**src/rtl/instruction_fetch_pkg.sv**
```systemverilog
// instruction_fetch_pkg: shared word/address widths and the fetch FSM state type.
`ifndef WORD_SIZE
`define WORD_SIZE 8
`endif
`ifndef ADDR_BITS
`define ADDR_BITS 8
`endif
package instruction_fetch_pkg;
    localparam int WORD_W = `WORD_SIZE;
    localparam int ADDR_W = `ADDR_BITS;
    typedef enum logic [1:0] {IDLE, REQ_HI, REQ_LO} fetch_state_t;
endpackage

```
**src/rtl/instruction_fetch_if.sv**
```systemverilog
// instruction_fetch_if: single-outstanding memory read bus between fetch and memory.
interface instruction_fetch_if
    import instruction_fetch_pkg::*;
#(
    parameter int WORD_SIZE = WORD_W,
    parameter int ADDR_BITS = ADDR_W
);
    logic                 mem_rd;
    logic [ADDR_BITS-1:0] mem_addr;
    logic [WORD_SIZE-1:0] mem_rdata;
    logic                 mem_ack;
    modport master (output mem_rd, output mem_addr, input mem_rdata, input mem_ack);
    modport slave  (input mem_rd, input mem_addr, output mem_rdata, output mem_ack);
endinterface

```
**src/rtl/instruction_fetch_program_counter.sv**
```systemverilog
// instruction_fetch_program_counter: PC register with load (priority) and wrapping increment.
module instruction_fetch_program_counter
    import instruction_fetch_pkg::*;
#(
    parameter int ADDR_BITS = ADDR_W,
    parameter logic [ADDR_BITS-1:0] RESET_PC = '0
) (
    input  logic                 clk,
    input  logic                 rst,
    input  logic                 load,
    input  logic                 inc,
    input  logic [ADDR_BITS-1:0] pc_in,
    output logic [ADDR_BITS-1:0] pc
);
    always_ff @(posedge clk or posedge rst)
        if (rst) pc <= RESET_PC;
        else if (load) pc <= pc_in;
        else if (inc) pc <= pc + 1'b1;
endmodule

```
**src/rtl/instruction_fetch.sv**
```systemverilog
// instruction_fetch: reads the hi/lo words of an instruction at the PC and holds them for the decoder.
module instruction_fetch
    import instruction_fetch_pkg::*;
#(
    parameter int WORD_SIZE = WORD_W,
    parameter int ADDR_BITS = ADDR_W,
    parameter logic [ADDR_BITS-1:0] RESET_PC = '0
) (
    input  logic                 clk,
    input  logic                 rst,
    input  logic                 fetch,
    input  logic                 load_pc,
    input  logic [ADDR_BITS-1:0] pc_in,
    instruction_fetch_if.master  mem,
    output logic [WORD_SIZE-1:0] inst_hi,
    output logic [WORD_SIZE-1:0] inst_lo,
    output logic                 inst_valid,
    output logic [ADDR_BITS-1:0] pc,
    output logic                 busy
);
    fetch_state_t state, state_nxt;
    logic idle, ack, pc_load;
    always_comb begin
        idle = state == IDLE;
        ack = !idle && mem.mem_ack;
        pc_load = idle && load_pc;
        busy = !idle;
        mem.mem_rd = !idle;
        mem.mem_addr = pc;
        state_nxt = idle ? (fetch ? REQ_HI : IDLE) : !ack ? state : state == REQ_HI ? REQ_LO : IDLE;
    end
    always_ff @(posedge clk or posedge rst)
        if (rst) begin
            state <= IDLE;
            inst_hi <= '0;
            inst_lo <= '0;
            inst_valid <= 1'b0;
        end else begin
            state <= state_nxt;
            if (idle && (fetch || load_pc)) inst_valid <= 1'b0;
            if (ack && state == REQ_HI) inst_hi <= mem.mem_rdata;
            if (ack && state == REQ_LO) begin
                inst_lo <= mem.mem_rdata;
                inst_valid <= 1'b1;
            end
        end
    // Load and fetch in the same IDLE cycle both apply: REQ_HI reads the freshly loaded PC.
    instruction_fetch_program_counter #(.ADDR_BITS(ADDR_BITS), .RESET_PC(RESET_PC)) u_pc (
        .clk(clk),
        .rst(rst),
        .load(pc_load),
        .inc(ack),
        .pc_in(pc_in),
        .pc(pc)
    );
endmodule

```
**src/flat_wrapper.sv**
```systemverilog
// flat-port wrapper written by rule: the top's interface ports become plain ports
module instruction_fetch_flat import instruction_fetch_pkg::*;
#(
    parameter int WORD_SIZE = WORD_W,
    parameter int ADDR_BITS = ADDR_W,
    parameter logic [ADDR_BITS-1:0] RESET_PC = '0
)
  (clk, rst, fetch, load_pc, pc_in, inst_hi, inst_lo, inst_valid, pc, busy, mem_mem_rd, mem_mem_addr, mem_mem_rdata, mem_mem_ack);
  instruction_fetch_if #(.WORD_SIZE(WORD_SIZE), .ADDR_BITS(ADDR_BITS)) mem_i ();
  input  logic clk;
  input  logic rst;
  input  logic fetch;
  input  logic load_pc;
  input  logic [ADDR_BITS-1:0] pc_in;
  output logic [WORD_SIZE-1:0] inst_hi;
  output logic [WORD_SIZE-1:0] inst_lo;
  output logic inst_valid;
  output logic [ADDR_BITS-1:0] pc;
  output logic busy;
  output wire logic [$bits(mem_i.mem_rd)-1:0] mem_mem_rd;
  output wire logic [$bits(mem_i.mem_addr)-1:0] mem_mem_addr;
  input wire logic [$bits(mem_i.mem_rdata)-1:0] mem_mem_rdata;
  input wire logic [$bits(mem_i.mem_ack)-1:0] mem_mem_ack;
  assign mem_mem_rd = mem_i.mem_rd;
  assign mem_mem_addr = mem_i.mem_addr;
  assign mem_i.mem_rdata = mem_mem_rdata;
  assign mem_i.mem_ack = mem_mem_ack;
  instruction_fetch #(.WORD_SIZE(WORD_SIZE), .ADDR_BITS(ADDR_BITS), .RESET_PC(RESET_PC)) u_core (.clk(clk), .rst(rst), .fetch(fetch), .load_pc(load_pc), .pc_in(pc_in), .mem(mem_i), .inst_hi(inst_hi), .inst_lo(inst_lo), .inst_valid(inst_valid), .pc(pc), .busy(busy));
endmodule
```
**config.mk**
```make
export PLATFORM = sky130hd
export DESIGN_NAME = instruction_fetch_flat
export DESIGN_NICKNAME = d
export VERILOG_FILES = /design/src/rtl/instruction_fetch_pkg.sv /design/src/rtl/instruction_fetch_if.sv /design/src/rtl/instruction_fetch_program_counter.sv /design/src/rtl/instruction_fetch.sv /design/src/flat_wrapper.sv
export SDC_FILE = /design/constraint.sdc
export NUM_CORES = 1
export LEC_CHECK = 0
export BUFFER_PORTS_ARGS = -buffer_cell sky130_fd_sc_hd__buf_4
export CAP_MARGIN = 20
export CORE_MARGIN = 1
export CORE_UTILIZATION = 50
export CTS_CLUSTER_SIZE = 28
export DETAILED_ROUTE_END_ITERATION = 8
export PLACE_DENSITY_LB_ADDON = 0.1
export SYNTH_ARGS = -nofsm -noshare
export SYNTH_HDL_FRONTEND = slang
export SYNTH_SLANG_ARGS = --single-unit
```
**constraint.sdc**
```tcl
create_clock -name clk -period 2.18 [get_ports clk]
set_input_delay 0.218 -clock clk [delete_from_list [all_inputs] [get_ports clk]]
set_output_delay 0.218 -clock clk [all_outputs]
set_load 0.02 [all_outputs]
```
## Word level (Yosys, flattened, before mapping)

Cells that the tools add are included.

- Flip-flop bits (word level): 27
- Bits of input ports: 21
- Output and inout bits: 35
- Logic and storage cells: 27

- Add/subtract/negate cells: 1
- Equality and inequality tests: 2
- Multiplexer cells: 8
- Reductions and logical operators: 11

Operator list:

| operator | number |
|---|---|
| 8-bit two-way mux | 2 |
| 8-bit by 1-bit adder with 8-bit output (second input constant) | 1 |
| 2-bit two-way mux | 3 |
| 2-bit nonzero test | 3 |
| 1-bit logical AND | 5 |
| 1-bit two-way mux | 3 |
| 2-bit by 1-bit == test with 1-bit output (second input constant) | 1 |
| 2-bit == test (second input constant) | 1 |
| 2-bit zero test | 1 |
| 1-bit zero test | 1 |
| 1-bit logical OR | 1 |

## Longest topological paths before layout

- Word-level depth: 5
- Depth in mapped cells: 5
- Mapped depth without buffers: 4

## Hierarchy

From an unflattened synthesis, not the netlist that was laid out.

- Cell total of the unflattened synthesis: 109
- Area total of the unflattened synthesis: 1276.2 µm²

Modules (own cells, without submodules):

| module | times used | cells an instance | area each (µm²) | sequential area each (µm²) |
|---|---|---|---|---|
| instruction_fetch | 1 | 59 | 830.8 | 475.5 |
| instruction_fetch_program_counter | 1 | 50 | 445.4 | 200.2 |

## Least setup slack after synthesis

No wires, ideal clock.

- Path kind: register to register
- From: reg u_core.u_pc.pc[0]
- To: reg u_core.u_pc.pc[4]
- Library setup time: 82 ps
- Arrival time: 1357 ps
- Data required time: 2098 ps
- Path slack: 741 ps
- Cell stages (with the launch flop): 5
- Path buffers: 0
- Period minus slack after synthesis: 1439 ps
- Path through: dfrtp_1 > ha_1 > o211ai_2 > or3_1 > a31oi_1

- Longest elaborated chain between the ends: 3

Ends and longest elaborated chain:

| element | RTL line | source |
|---|---|---|
| start, declared | instruction_fetch_program_counter.sv:13 | `output logic [ADDR_BITS-1:0] pc` |
| start signal, assigned | instruction_fetch_program_counter.sv:17 | `else if (load) pc <= pc_in;` |
| start signal, assigned | instruction_fetch_program_counter.sv:18 | `else if (inc) pc <= pc + 1'b1;` |
| 8-bit by 1-bit adder with 8-bit output | instruction_fetch_program_counter.sv:18 |  |
| 8-bit two-way mux | instruction_fetch_program_counter.sv:18 |  |
| 8-bit two-way mux | instruction_fetch_program_counter.sv:17 |  |

Every way passes these cells. The select of a mux whose other input is x is not followed.
A chain may end at the register's enable or synchronous reset.

## Worst setup path in the final report

- From: reg u_core.state[1]
- To: out busy

- Longest elaborated chain between the ends: 2

Ends and longest elaborated chain:

| element | RTL line | source |
|---|---|---|
| start, declared | instruction_fetch.sv:21 | `fetch_state_t state, state_nxt;` |
| start signal, assigned | instruction_fetch.sv:39 | `state <= state_nxt;` |
| 2-bit zero test | instruction_fetch.sv:24 | `idle = state == IDLE;` |
| 1-bit zero test | instruction_fetch.sv:27 | `busy = !idle;` |
| end, declared | flat_wrapper.sv:19 | `output logic busy;` |

Every way passes these cells.

==> impl_metrics.env <==
export IMPL_synth_top_family_by_area="multiplexers"
export IMPL_synth_area_top_cells="dfrtp_1 53%, mux2_2 14%, buf_4 6.5%"
export IMPL_cts_max_path_buffers=2
export IMPL_first_global_vias=954
export IMPL_grt_ovfl_total=0
export IMPL_drc=0
export IMPL_grt_use_met3=0.0406
export IMPL_period_share=0.741
export IMPL_syn_avg_cell_area_um2=11.8
export IMPL_fmax_mhz=619
export IMPL_layout_common_cells="56 x buf_4, 27 x dfrtp_1, 16 x mux2_2, 9 x o21ai_0"
export IMPL_clock_root_buffer="clkbuf_4"
export IMPL_cp_end_kind="output pin"
export IMPL_fin_area_mm2=0.00167
export IMPL_worstMarginPinSlew_ns=0.575
export IMPL_cts_clk_slew_worst_paths_ns=0.15
export IMPL_fin_crit_ns=1.62
export IMPL_synth_mux_area_frac=0.141
export IMPL_grt_pass1_wl_um=4130
export IMPL_grt_max_degree=28
export IMPL_grtUsageMet1=0.246
export IMPL_power_density_mw_per_mm2=1550
export IMPL_tritoncts="yes"
export IMPL_drtPass1Iterations=4
export IMPL_setup_viol=0
export IMPL_wl_per_cell_um=13.6
export IMPL_status="finished clean"
export IMPL_cts_setup_buffers=0
export IMPL_dpl_cell_area_mm2=0.00163
export IMPL_synth_cell_types=26
export IMPL_grt_busiest_layer="met2"
export IMPL_ys_seq_area_frac=0.529
export IMPL_die_y_um=52.5
export IMPL_critPathMaxStageDelay_ns=0.52
export IMPL_crit_family="flip-flops"
export IMPL_area_delta_synth_final_pct=30.9
export IMPL_drt_iter0_drc=6
export IMPL_cts_resized=0
export IMPL_synth_compound_area_frac=0.104
export IMPL_routabilityCongestion=0.795
export IMPL_yosysTopAreaCell="dfrtp_1"
export IMPL_layout_drive_gt1_share=0.519
export IMPL_grt_util_met2=0.371
export IMPL_wl_um=2500
export IMPL_grt_usage=0.209
export IMPL_yosys_area_top_type_share=0.529
export IMPL_maxSlewHeadroom=0.616
export IMPL_yosys_warnings=0
export IMPL_synth_fa_ha_area_frac=0.00979
export IMPL_synth_area_mm2=0.00128
export IMPL_cp_start_kind="flip-flop"
export IMPL_cp_num_buf_inv=1
export IMPL_ys_ff_latch=27
export IMPL_holdCritPathClass="input port to flip-flop"
export IMPL_leakagePower_nw=0.799
export IMPL_vias=972
export IMPL_crit_arrival_ns=1.40
export IMPL_slew_viol_final=0
export IMPL_synthSimpleGateAreaFrac=0.108
export IMPL_die_w_um=52.5
export IMPL_hpwl_um=1900
export IMPL_insertedDiodeCount=0
export IMPL_numClockSinks=27
export IMPL_skew_ns=0.00617
export IMPL_fin_nets=179
export IMPL_rsz0062_at_grt="no"
export IMPL_final_common_cell="buf_4"
export IMPL_fp_coreArea_mm2=0.00232
export IMPL_antenna_found_initial=0
export IMPL_path_max_fanout=8
export IMPL_cp_depth=2
export IMPL_vdd_ir_drop_max_v=0.00108
export IMPL_vias_per_cell=5.28
export IMPL_worstPathRequired_ns=1.96
export IMPL_fp_row_count=17
export IMPL_r2r_cells=4
export IMPL_cp_cell_sequence="or2_2 > buf_4"
export IMPL_ff2ff_setup_slack_ns=0.70
export IMPL_clkLatencyLatePin_ns=0.32
export IMPL_holdPathStages=3
export IMPL_io_buffer_count=55
export IMPL_htree_levels=1
export IMPL_drtAntennaViolNets=0
export IMPL_cts_buffers=3
export IMPL_initial_core_util=0.551
export IMPL_hold_viol_final=0
export IMPL_synth_xor_area_frac=0.0137
export IMPL_fin_setup_tns_ns=0
export IMPL_worst_setup_path_type="flip-flop to output pin"
export IMPL_postSynthCellCount=108
export IMPL_synth_nets=130
export IMPL_io_pins=56
export IMPL_nFillCells=191
export IMPL_drv_cap=0
export IMPL_cpMaxStageDelayCell="dfrtp_1"
export IMPL_die_area_mm2=0.00276
worst paths after layout:
check | startpoint | endpoint
max | u_core.state[1] | busy
min | pc_in[2] | u_core.u_pc.pc[2]
max reg2reg | u_core.u_pc.pc[0] | u_core.u_pc.pc[4]
min reg2reg | u_core.inst_lo[0] | u_core.inst_lo[0]
max in group asynchronous | rst | u_core.inst_lo[2]
min in group asynchronous | rst | u_core.inst_lo[5]
state kept, by name, indices dropped and copies added (netlist names):
name and flops:
u_core.inst_hi 8, u_core.inst_lo 8, u_core.u_pc.pc 8, u_core.state 2, u_core.inst_valid 1
metal layers:
| metal | routed length, um | share of wire | vias up |
|---|---|---|---|
| met5 | 0 | 0 | - |
| met3 | 122 | 0.049 | 2 |
| met4 | 26 | 0.010 | 0 |
| li1 | - | - | 467 |
| met2 | 1350 | 0.54 | 30 |
| met1 | 1010 | 0.40 | 473 |
logic make-up after synthesis:
| family | Yosys count |
|---|---|
| xor gates and xnor gates | 2 |
| adders and majority gates | 1 |
| and+or+nand+nor | 25 |
| buffers and inverters | 19 |
| DFF | 27 |
| AOI/OAI and AO/OA | 18 |
| muxes | 16 |
layout make-up:
cell class	count	area [um2]	share of cell area
Inverter	6	22.5	0.0135
Clock buffer	3	22.5	0.0135
Multi-Input combinational cell	62	480	0.287
Timing Repair Buffer	57	430	0.257
Sequential cell	27	676	0.404
Tap cell	28	35.0	0.0210
Clock inverter	1	5.00	0.00299
cells in the mapped netlist (all sizes together):
master    n
a31oi     4
a32oi     1
buf      13
dfrtp    27
ha        1
inv       6
mux2     16
nand2     6
nand3     5
nand4     1
nor2      5
nor3b     1
o2111ai   1
o211ai    1
o21ai     9
o22ai     1
o311ai    1
or2       1
or3       4
or3b      1
or4       1
xnor2     1
xor2      1
stage by stage:
stage	power (mW)	worst slack (ns)	utilization	hold slack (ns)	instances
2_1_floorplan	1.90	0.741	-	0.271	108
6_report	2.60	0.565	0.721	0.0990	184
3_5_place_dp	2.41	0.716	0.705	0.307	179
5_1_grt	2.78	0.511	0.721	0.0941	184
4_1_cts	2.63	0.559	0.721	0.0898	184
3_3_place_gp	2.38	0.786	0.705	0.299	179
power breakdown:
group          switching (mW)  internal, mW
clock network           0.146        0.0686
logic                   0.753         0.660
registers               0.227         0.744
worst min-delay path: cells and delay by family:
kind	cells	cell delay [ns]
AND/OR/NAND/NOR	1	0.03
buffers and inverters	1	0.08
AO/OA/AOI/OAI	1	0.06
repair_timing:
| item | 4_1_cts | 5_1_grt |
|---|---|---|
| setup endpoints to repair | 0 | 0 |
| hold endpoints to repair | 27 | 0 |
| hold buffers | 1 | 0 |
No activity file was read; power rests on OpenSTA's default activity.
